### src/rtl/ebreak_drain_ctrl_pkg.sv
// Shared types for the ebreak drain controller: FSM states and a timer-width helper.
package ebreak_drain_ctrl_pkg;

    typedef enum logic [1:0] {
        ST_RUN   = 2'd0,
        ST_DRAIN = 2'd1,
        ST_FIRE  = 2'd2,
        ST_DONE  = 2'd3
    } drain_state_t;

    // A TIMEOUT of 1 still needs a one-bit timer.
    function automatic int timer_width(input int timeout);
        return (timeout > 1) ? $clog2(timeout) : 1;
    endfunction

endpackage

### src/rtl/ebreak_drain_ctrl_if.sv
// Commit/AXI-event inputs and monitor-facing outputs of the ebreak drain controller.
interface ebreak_drain_ctrl_if #(
    parameter int DATA_LEN = 32
);
    logic                commit_valid;
    logic                commit_ebreak;
    logic [DATA_LEN-1:0] commit_pc;
    logic [DATA_LEN-1:0] commit_a0;
    logic                aw_fire;
    logic                b_fire;
    logic                ifu_stall;
    logic                ebreak;
    logic [DATA_LEN-1:0] halt_pc;
    logic [DATA_LEN-1:0] halt_code;
    logic                drain_timeout;
    logic                bus_err;

    modport master (
        output commit_valid, commit_ebreak, commit_pc, commit_a0, aw_fire, b_fire,
        input  ifu_stall, ebreak, halt_pc, halt_code, drain_timeout, bus_err
    );

    modport slave (
        input  commit_valid, commit_ebreak, commit_pc, commit_a0, aw_fire, b_fire,
        output ifu_stall, ebreak, halt_pc, halt_code, drain_timeout, bus_err
    );
endinterface

### src/rtl/ebreak_drain_ctrl_outs_counter.sv
// Saturating count of AXI writes still awaiting their B response, with sticky protocol-error flag.
module ebreak_drain_ctrl_outs_counter
    import ebreak_drain_ctrl_pkg::*;
#(
    parameter int OUTS_W = 4
) (
    input  logic              clk,
    input  logic              rst_n,
    input  logic              aw_fire,
    input  logic              b_fire,
    output logic [OUTS_W-1:0] count,
    output logic              bus_err
);

    localparam logic [OUTS_W-1:0] COUNT_MAX = {OUTS_W{1'b1}};

    // Simultaneous AW and B cancel out; underflow and overflow hold the count and flag an error.
    always_ff @(posedge clk or negedge rst_n) begin
        if (!rst_n) begin
            count   <= '0;
            bus_err <= 1'b0;
        end else if (aw_fire && !b_fire) begin
            if (count == COUNT_MAX) begin
                bus_err <= 1'b1;
            end else begin
                count <= count + OUTS_W'(1);
            end
        end else if (b_fire && !aw_fire) begin
            if (count == '0) begin
                bus_err <= 1'b1;
            end else begin
                count <= count - OUTS_W'(1);
            end
        end
    end

endmodule

### src/rtl/ebreak_drain_ctrl.sv
// Holds fetch on a committed ebreak, waits for all AXI writes to complete, then pulses ebreak
// to the simulation monitor with the latched halt PC and exit code.
module ebreak_drain_ctrl
    import ebreak_drain_ctrl_pkg::*;
#(
    parameter int DATA_LEN = 32,
    parameter int OUTS_W   = 4,
    parameter int TIMEOUT  = 1024
) (
    input  logic                 clk,
    input  logic                 rst_n,
    ebreak_drain_ctrl_if.slave   bus
);

    localparam int             TW         = timer_width(TIMEOUT);
    localparam logic [TW-1:0]  TIMER_LAST = TW'(TIMEOUT - 1);

    drain_state_t        state;
    logic [TW-1:0]       timer;
    logic [OUTS_W-1:0]   count;
    logic                bus_err;
    logic                stall_q;
    logic                ebreak_q;
    logic                timeout_q;
    logic [DATA_LEN-1:0] halt_pc_q;
    logic [DATA_LEN-1:0] halt_code_q;

    ebreak_drain_ctrl_outs_counter #(
        .OUTS_W (OUTS_W)
    ) u_outs_counter (
        .clk     (clk),
        .rst_n   (rst_n),
        .aw_fire (bus.aw_fire),
        .b_fire  (bus.b_fire),
        .count   (count),
        .bus_err (bus_err)
    );

    // Drain is complete only when nothing is outstanding and no write event is in flight this cycle.
    always_ff @(posedge clk or negedge rst_n) begin
        if (!rst_n) begin
            state       <= ST_RUN;
            timer       <= '0;
            stall_q     <= 1'b0;
            ebreak_q    <= 1'b0;
            timeout_q   <= 1'b0;
            halt_pc_q   <= '0;
            halt_code_q <= '0;
        end else begin
            ebreak_q <= 1'b0;
            case (state)
                ST_RUN: begin
                    if (bus.commit_valid && bus.commit_ebreak) begin
                        halt_pc_q   <= bus.commit_pc;
                        halt_code_q <= bus.commit_a0;
                        stall_q     <= 1'b1;
                        timer       <= '0;
                        state       <= ST_DRAIN;
                    end
                end
                ST_DRAIN: begin
                    timer <= timer + TW'(1);
                    if (count == '0 && !bus.aw_fire && !bus.b_fire) begin
                        ebreak_q <= 1'b1;
                        state    <= ST_FIRE;
                    end else if (timer == TIMER_LAST) begin
                        ebreak_q  <= 1'b1;
                        timeout_q <= 1'b1;
                        state     <= ST_FIRE;
                    end
                end
                ST_FIRE: begin
                    state <= ST_DONE;
                end
                ST_DONE: begin
                    state <= ST_DONE;
                end
                default: begin
                    state <= ST_RUN;
                end
            endcase
        end
    end

    assign bus.ifu_stall     = stall_q;
    assign bus.ebreak        = ebreak_q;
    assign bus.halt_pc       = halt_pc_q;
    assign bus.halt_code     = halt_code_q;
    assign bus.drain_timeout = timeout_q;
    assign bus.bus_err       = bus_err;

endmodule

### src/flat_wrapper.sv
// flat-port wrapper written by rule: the top's interface ports become plain ports
module ebreak_drain_ctrl_flat import ebreak_drain_ctrl_pkg::*;
#(
    parameter int DATA_LEN = 32,
    parameter int OUTS_W   = 4,
    parameter int TIMEOUT  = 1024
)
  (clk, rst_n, bus_commit_valid, bus_commit_ebreak, bus_commit_pc, bus_commit_a0, bus_aw_fire, bus_b_fire, bus_ifu_stall, bus_ebreak, bus_halt_pc, bus_halt_code, bus_drain_timeout, bus_bus_err);
  ebreak_drain_ctrl_if #(.DATA_LEN(DATA_LEN)) bus_i ();
  input  logic clk;
  input  logic rst_n;
  input wire logic [$bits(bus_i.commit_valid)-1:0] bus_commit_valid;
  input wire logic [$bits(bus_i.commit_ebreak)-1:0] bus_commit_ebreak;
  input wire logic [$bits(bus_i.commit_pc)-1:0] bus_commit_pc;
  input wire logic [$bits(bus_i.commit_a0)-1:0] bus_commit_a0;
  input wire logic [$bits(bus_i.aw_fire)-1:0] bus_aw_fire;
  input wire logic [$bits(bus_i.b_fire)-1:0] bus_b_fire;
  output wire logic [$bits(bus_i.ifu_stall)-1:0] bus_ifu_stall;
  output wire logic [$bits(bus_i.ebreak)-1:0] bus_ebreak;
  output wire logic [$bits(bus_i.halt_pc)-1:0] bus_halt_pc;
  output wire logic [$bits(bus_i.halt_code)-1:0] bus_halt_code;
  output wire logic [$bits(bus_i.drain_timeout)-1:0] bus_drain_timeout;
  output wire logic [$bits(bus_i.bus_err)-1:0] bus_bus_err;
  assign bus_i.commit_valid = bus_commit_valid;
  assign bus_i.commit_ebreak = bus_commit_ebreak;
  assign bus_i.commit_pc = bus_commit_pc;
  assign bus_i.commit_a0 = bus_commit_a0;
  assign bus_i.aw_fire = bus_aw_fire;
  assign bus_i.b_fire = bus_b_fire;
  assign bus_ifu_stall = bus_i.ifu_stall;
  assign bus_ebreak = bus_i.ebreak;
  assign bus_halt_pc = bus_i.halt_pc;
  assign bus_halt_code = bus_i.halt_code;
  assign bus_drain_timeout = bus_i.drain_timeout;
  assign bus_bus_err = bus_i.bus_err;
  ebreak_drain_ctrl #(.DATA_LEN(DATA_LEN), .OUTS_W(OUTS_W), .TIMEOUT(TIMEOUT)) u_core (.clk(clk), .rst_n(rst_n), .bus(bus_i));
endmodule
### config.mk
export PLATFORM = sky130hd
export DESIGN_NAME = ebreak_drain_ctrl_flat
export DESIGN_NICKNAME = d
export VERILOG_FILES = /design/src/rtl/ebreak_drain_ctrl_pkg.sv /design/src/rtl/ebreak_drain_ctrl_if.sv /design/src/rtl/ebreak_drain_ctrl_outs_counter.sv /design/src/rtl/ebreak_drain_ctrl.sv /design/src/flat_wrapper.sv
export SDC_FILE = /design/constraint.sdc
export NUM_CORES = 1
export LEC_CHECK = 0
export BUFFER_PORTS_ARGS = -buffer_cell sky130_fd_sc_hd__clkbuf_2
export CAP_MARGIN = 40
export CORE_MARGIN = 2
export CORE_UTILIZATION = 48
export CTS_CLUSTER_DIAMETER = 40
export CTS_CLUSTER_SIZE = 25
export DETAILED_ROUTE_END_ITERATION = 10
export PLACE_DENSITY = 0.79
export SLEW_MARGIN = 20
export SYNTH_ARGS = -nofsm -noshare
export SYNTH_HDL_FRONTEND = slang
export SYNTH_HIERARCHICAL = 1
export SYNTH_SLANG_ARGS = --single-unit
### constraint.sdc
create_clock -name clk -period 2.1 [get_ports clk]
set_input_delay 0.42 -clock clk [delete_from_list [all_inputs] [get_ports clk]]
set_output_delay 0.42 -clock clk [all_outputs]
set_load 0.01 [all_outputs]
==> results list <==
- At the end of routability-driven placement, the weighted congestion stood at 0.785.
- Final Max Tran Viols: 0
- Hold buffer count at cts: 0
* Source-to-sink clock delay at the later pin of the worst-skew pair: 0.34 ns
* Mean number of vias per cell: approximately 4.8
- Counting flops with an async set or reset pin after synthesis yields a share of 1.00.
- Clock input transition at the sequential cells of the worst setup and hold paths: 0.08 ns
- Compared with the post-synthesis result, the final layout area differs by 28.6%.
* Port Buffers: 137
- Leading cell types by count after synthesis: nand2_1 (201), dfrtp_1 (84), buf_2 (8), mux2i_1 (8)
* Total GRT Usage: 0.199
- Core Area: 7140 um^2
- Once the clock tree was built, the resizer swapped 0 gates to a different size.
- Number of maximum-capacitance constraint violations: 0
- Setup violations remaining at the end of the flow were counted as 0.
- Run status: complete, no violations
- Of all nets on the critical path, the largest fanout is 6.
- For this design, the slowest cell found on the critical path is dfrtp_1.
* CTS Buf Count: 9
- The clock arrives with 0.00629 ns of skew.
- At the pin with the least slew margin, the transition time is ~0.56 ns.
* Number of different library cells in the post-synthesis netlist: 41
- The clock drives 84 sinks.
- CTS Root Buffer Type: clkbuf_8
- In this run, synthesis inferred 0 flip-flops with an integrated enable.
* Synthesized instance count: 367
- Prior to clock tree synthesis, the placed netlist has a worst setup slack of 0.145 ns.
- Number of DRC markers in iteration 0: 114
- On the worst path, the slowest cell contributes a delay of ~0.48 ns.
- Of the post-synthesis cell area, the dominant cell type holds 0.602.
* Required arrival time at the worst endpoint: 2.32 ns
- CP endpoint kind: register
- After synthesis, the cell types taking the most area are dfrtp_1 (60%), nand2_1 (22%), mux2i_1 (2.3%).
* Std-Cell Rows: 31
* Crit path kind: register to register
- Number of global-route vias before repair: 2780
- DR DRC count: 0
* Ratio of cells with drive above 1 in the final layout: 0.328
* Diode count: 0
- Power density of the placed cells: 758 nW/um^2
- The H-tree generated during clock tree synthesis spans 3 levels.
- Setup repair after global routing left no endpoint under its margin.
- Derived from the worst setup path, the maximum achievable clock frequency is approximately 610 MHz.
- DIE AREA: 7970 um^2
- Number of nets in the finished design: 580
* CTS tree: yes
- The worst register-to-register path has a setup slack of 0.46 ns.
- Die Span Y: 89.3 um
- Critical Path Source Type: register
- Sum Neg Setup Slack: 0 ns
* Count of buffers added by post-CTS timing repair for setup: 0
* Total grt overflow: 0
- Initial standard-cell utilization of the core: 0.489
- Synthesis produced a netlist with a net count of around 440.
- The worst path in the final design needs a cycle of approximately 1.6 ns, including I/O delays and setup.
- Yosys printed 6 warnings.
- approximately 140 I/O pins were placed.
* Maximum number of pins on one net before global-route repair: between 40 and 50
- Placed wire-length estimate: ~5800 um
- Most repeated cell in the gate-level netlist after synthesis: nand2_1
* Worst reg-to-reg path cell count: 4
- Endpoints failing hold: 0
* Global-route wire length before repair: 12200 um
- The mapped netlist covers 3490 um^2.
* Ordered list of cells on the worst path: and4_2 > mux2i_1 > and2_4 > mux2_4
- Summing all multi-input logic gate instances after layout gives about 1300 um^2.
- The first detailed-routing pass ran for 6 iterations.
- The synthesized design spends more area on one cell type than any other, namely dfrtp_1.
* Fill count: 649
- Tightest slew margin relative to the limit: 0.629
- Mean cell area of the mapped netlist: 9.51 um^2
* Largest buffer count on any clock path: 2
- After synthesis the netlist holds a flip-flop and latch count of 84.
- For this design the static power due to leakage is about 2.6 nW.
- The final layout contains routed wiring with a total length of 7700 um.
- Die extent in x: 89.3 um
- Crit path arrival time: 1.86 ns
- VDD sags by at most 0.504 mV.
- Post-DR wirelength/cell: 12.7 um
- PnR worst setup slack: 0.456 ns
- In this run the worst hold path is classified as input port to async pin.
* Ys flop type: dfrtp_1
- Share of synthesized area occupied by flip-flops and latches: 0.602
- Dividing the final minimum period by the clock period gives 0.783.
- The number of antenna violations at the first check in global routing is 0.
- Remaining antenna violation count: 0
- Across the whole layout, storage elements account for 2100 um^2.
- Via Count: 2927
## through the flow
stage          hold slack [ns]  power [mW]  cells  cell area [um^2]  utilization
6_report                0.0587        3.40    608              4490        0.629
5_1_grt                 0.0923        3.58    608              4490        0.629
4_1_cts                 0.0724        3.44    608              4490        0.629
3_5_place_dp             0.449        2.32    593              4300        0.602
3_3_place_gp             0.446        2.28    593              4300        0.602
2_1_floorplan            0.124        2.09    367              3490            -
## area by class of cell
cell class,count,share of cell area
inverter,4,0.00335
clock inverter,4,0.0112
sequential,84,0.468
timing repair buffer,143,0.169
clock buffer,11,0.0315
multi-input combinational,263,0.289
tap,99,0.0276
## logic make-up (layout without fill, tap and decap cells)
logic type | count (synthesis) | in the layout | synth area share
AO/OA/AOI/OAI | 16 | 16 | 0.0319
adder cells (fa/ha/maj) | 5 | 5 | 0.0201
buffers and inverters | 20 | 162 | 0.0308
AND/OR/NAND/NOR | 229 | 229 | 0.276
multiplexers | 10 | 10 | 0.0315
XOR/XNOR | 3 | 3 | 0.00753
flip-flops | 84 | 84 | 0.602
## worst max-delay path: cells and delay by family, from the launching register on
kind,cells,cell delay [ns]
and+or+nand+nor,2,0.50
DFF,1,0.48
muxes,2,0.55
## flip-flops by register name, summed over array words and instances (netlist names), 2 cells and up
signal	count
u_core/state	2
u_core/u_outs_counter/count	4
u_core/bus.halt_pc	32
u_core/bus.halt_code	32
u_core/timer	10
## per-layer routing
metal | up-vias | global-route usage | routed length [um]
li1 | 1433 | - | -
met1 | 1382 | 0.239 | 3160
met2 | 101 | 0.351 | 3950
met3 | 11 | 0.0342 | 466
met4 | 0 | 0.0855 | 116
met5 | - | 0 | 0
## final timing paths
kind | end | startpoint
setup / recovery | u_core/u_outs_counter/count[2] | u_core/u_outs_counter/count[0]
hold / removal | u_core/bus.halt_code[16] | rst_n
setup reg to reg | u_core/u_outs_counter/count[2] | u_core/u_outs_counter/count[0]
hold reg to reg | u_core/bus.halt_code[2] | u_core/bus.halt_code[2]
max in group asynchronous | u_core/timer[5] | rst_n
min in group clk | u_core/bus.halt_pc[0] | bus_commit_pc[0]
## power by group
group,switching (mW),internal (mW)
Sequential,0.108,1.71
Combinational,0.225,0.246
Clock,0.536,0.574
Total,0.868,2.53
## cell usage in the layout (no fill, tap or decap), drive strengths merged, types with 2 or more instances in the layout
cell and n:
o21ai 2, clkinvlp 2, nor4 2, nand4 2, ha 4, mux2i 8
xor2 2, dfrtp 84, mux2 2, nand2b 3, and4 2, buf 7
clkbuf 147, a21oi 5, nand2 201, nand3 6, inv 4, nor2 3
and2 2, and3 3
No activity file was read; power rests on OpenSTA's default activity.
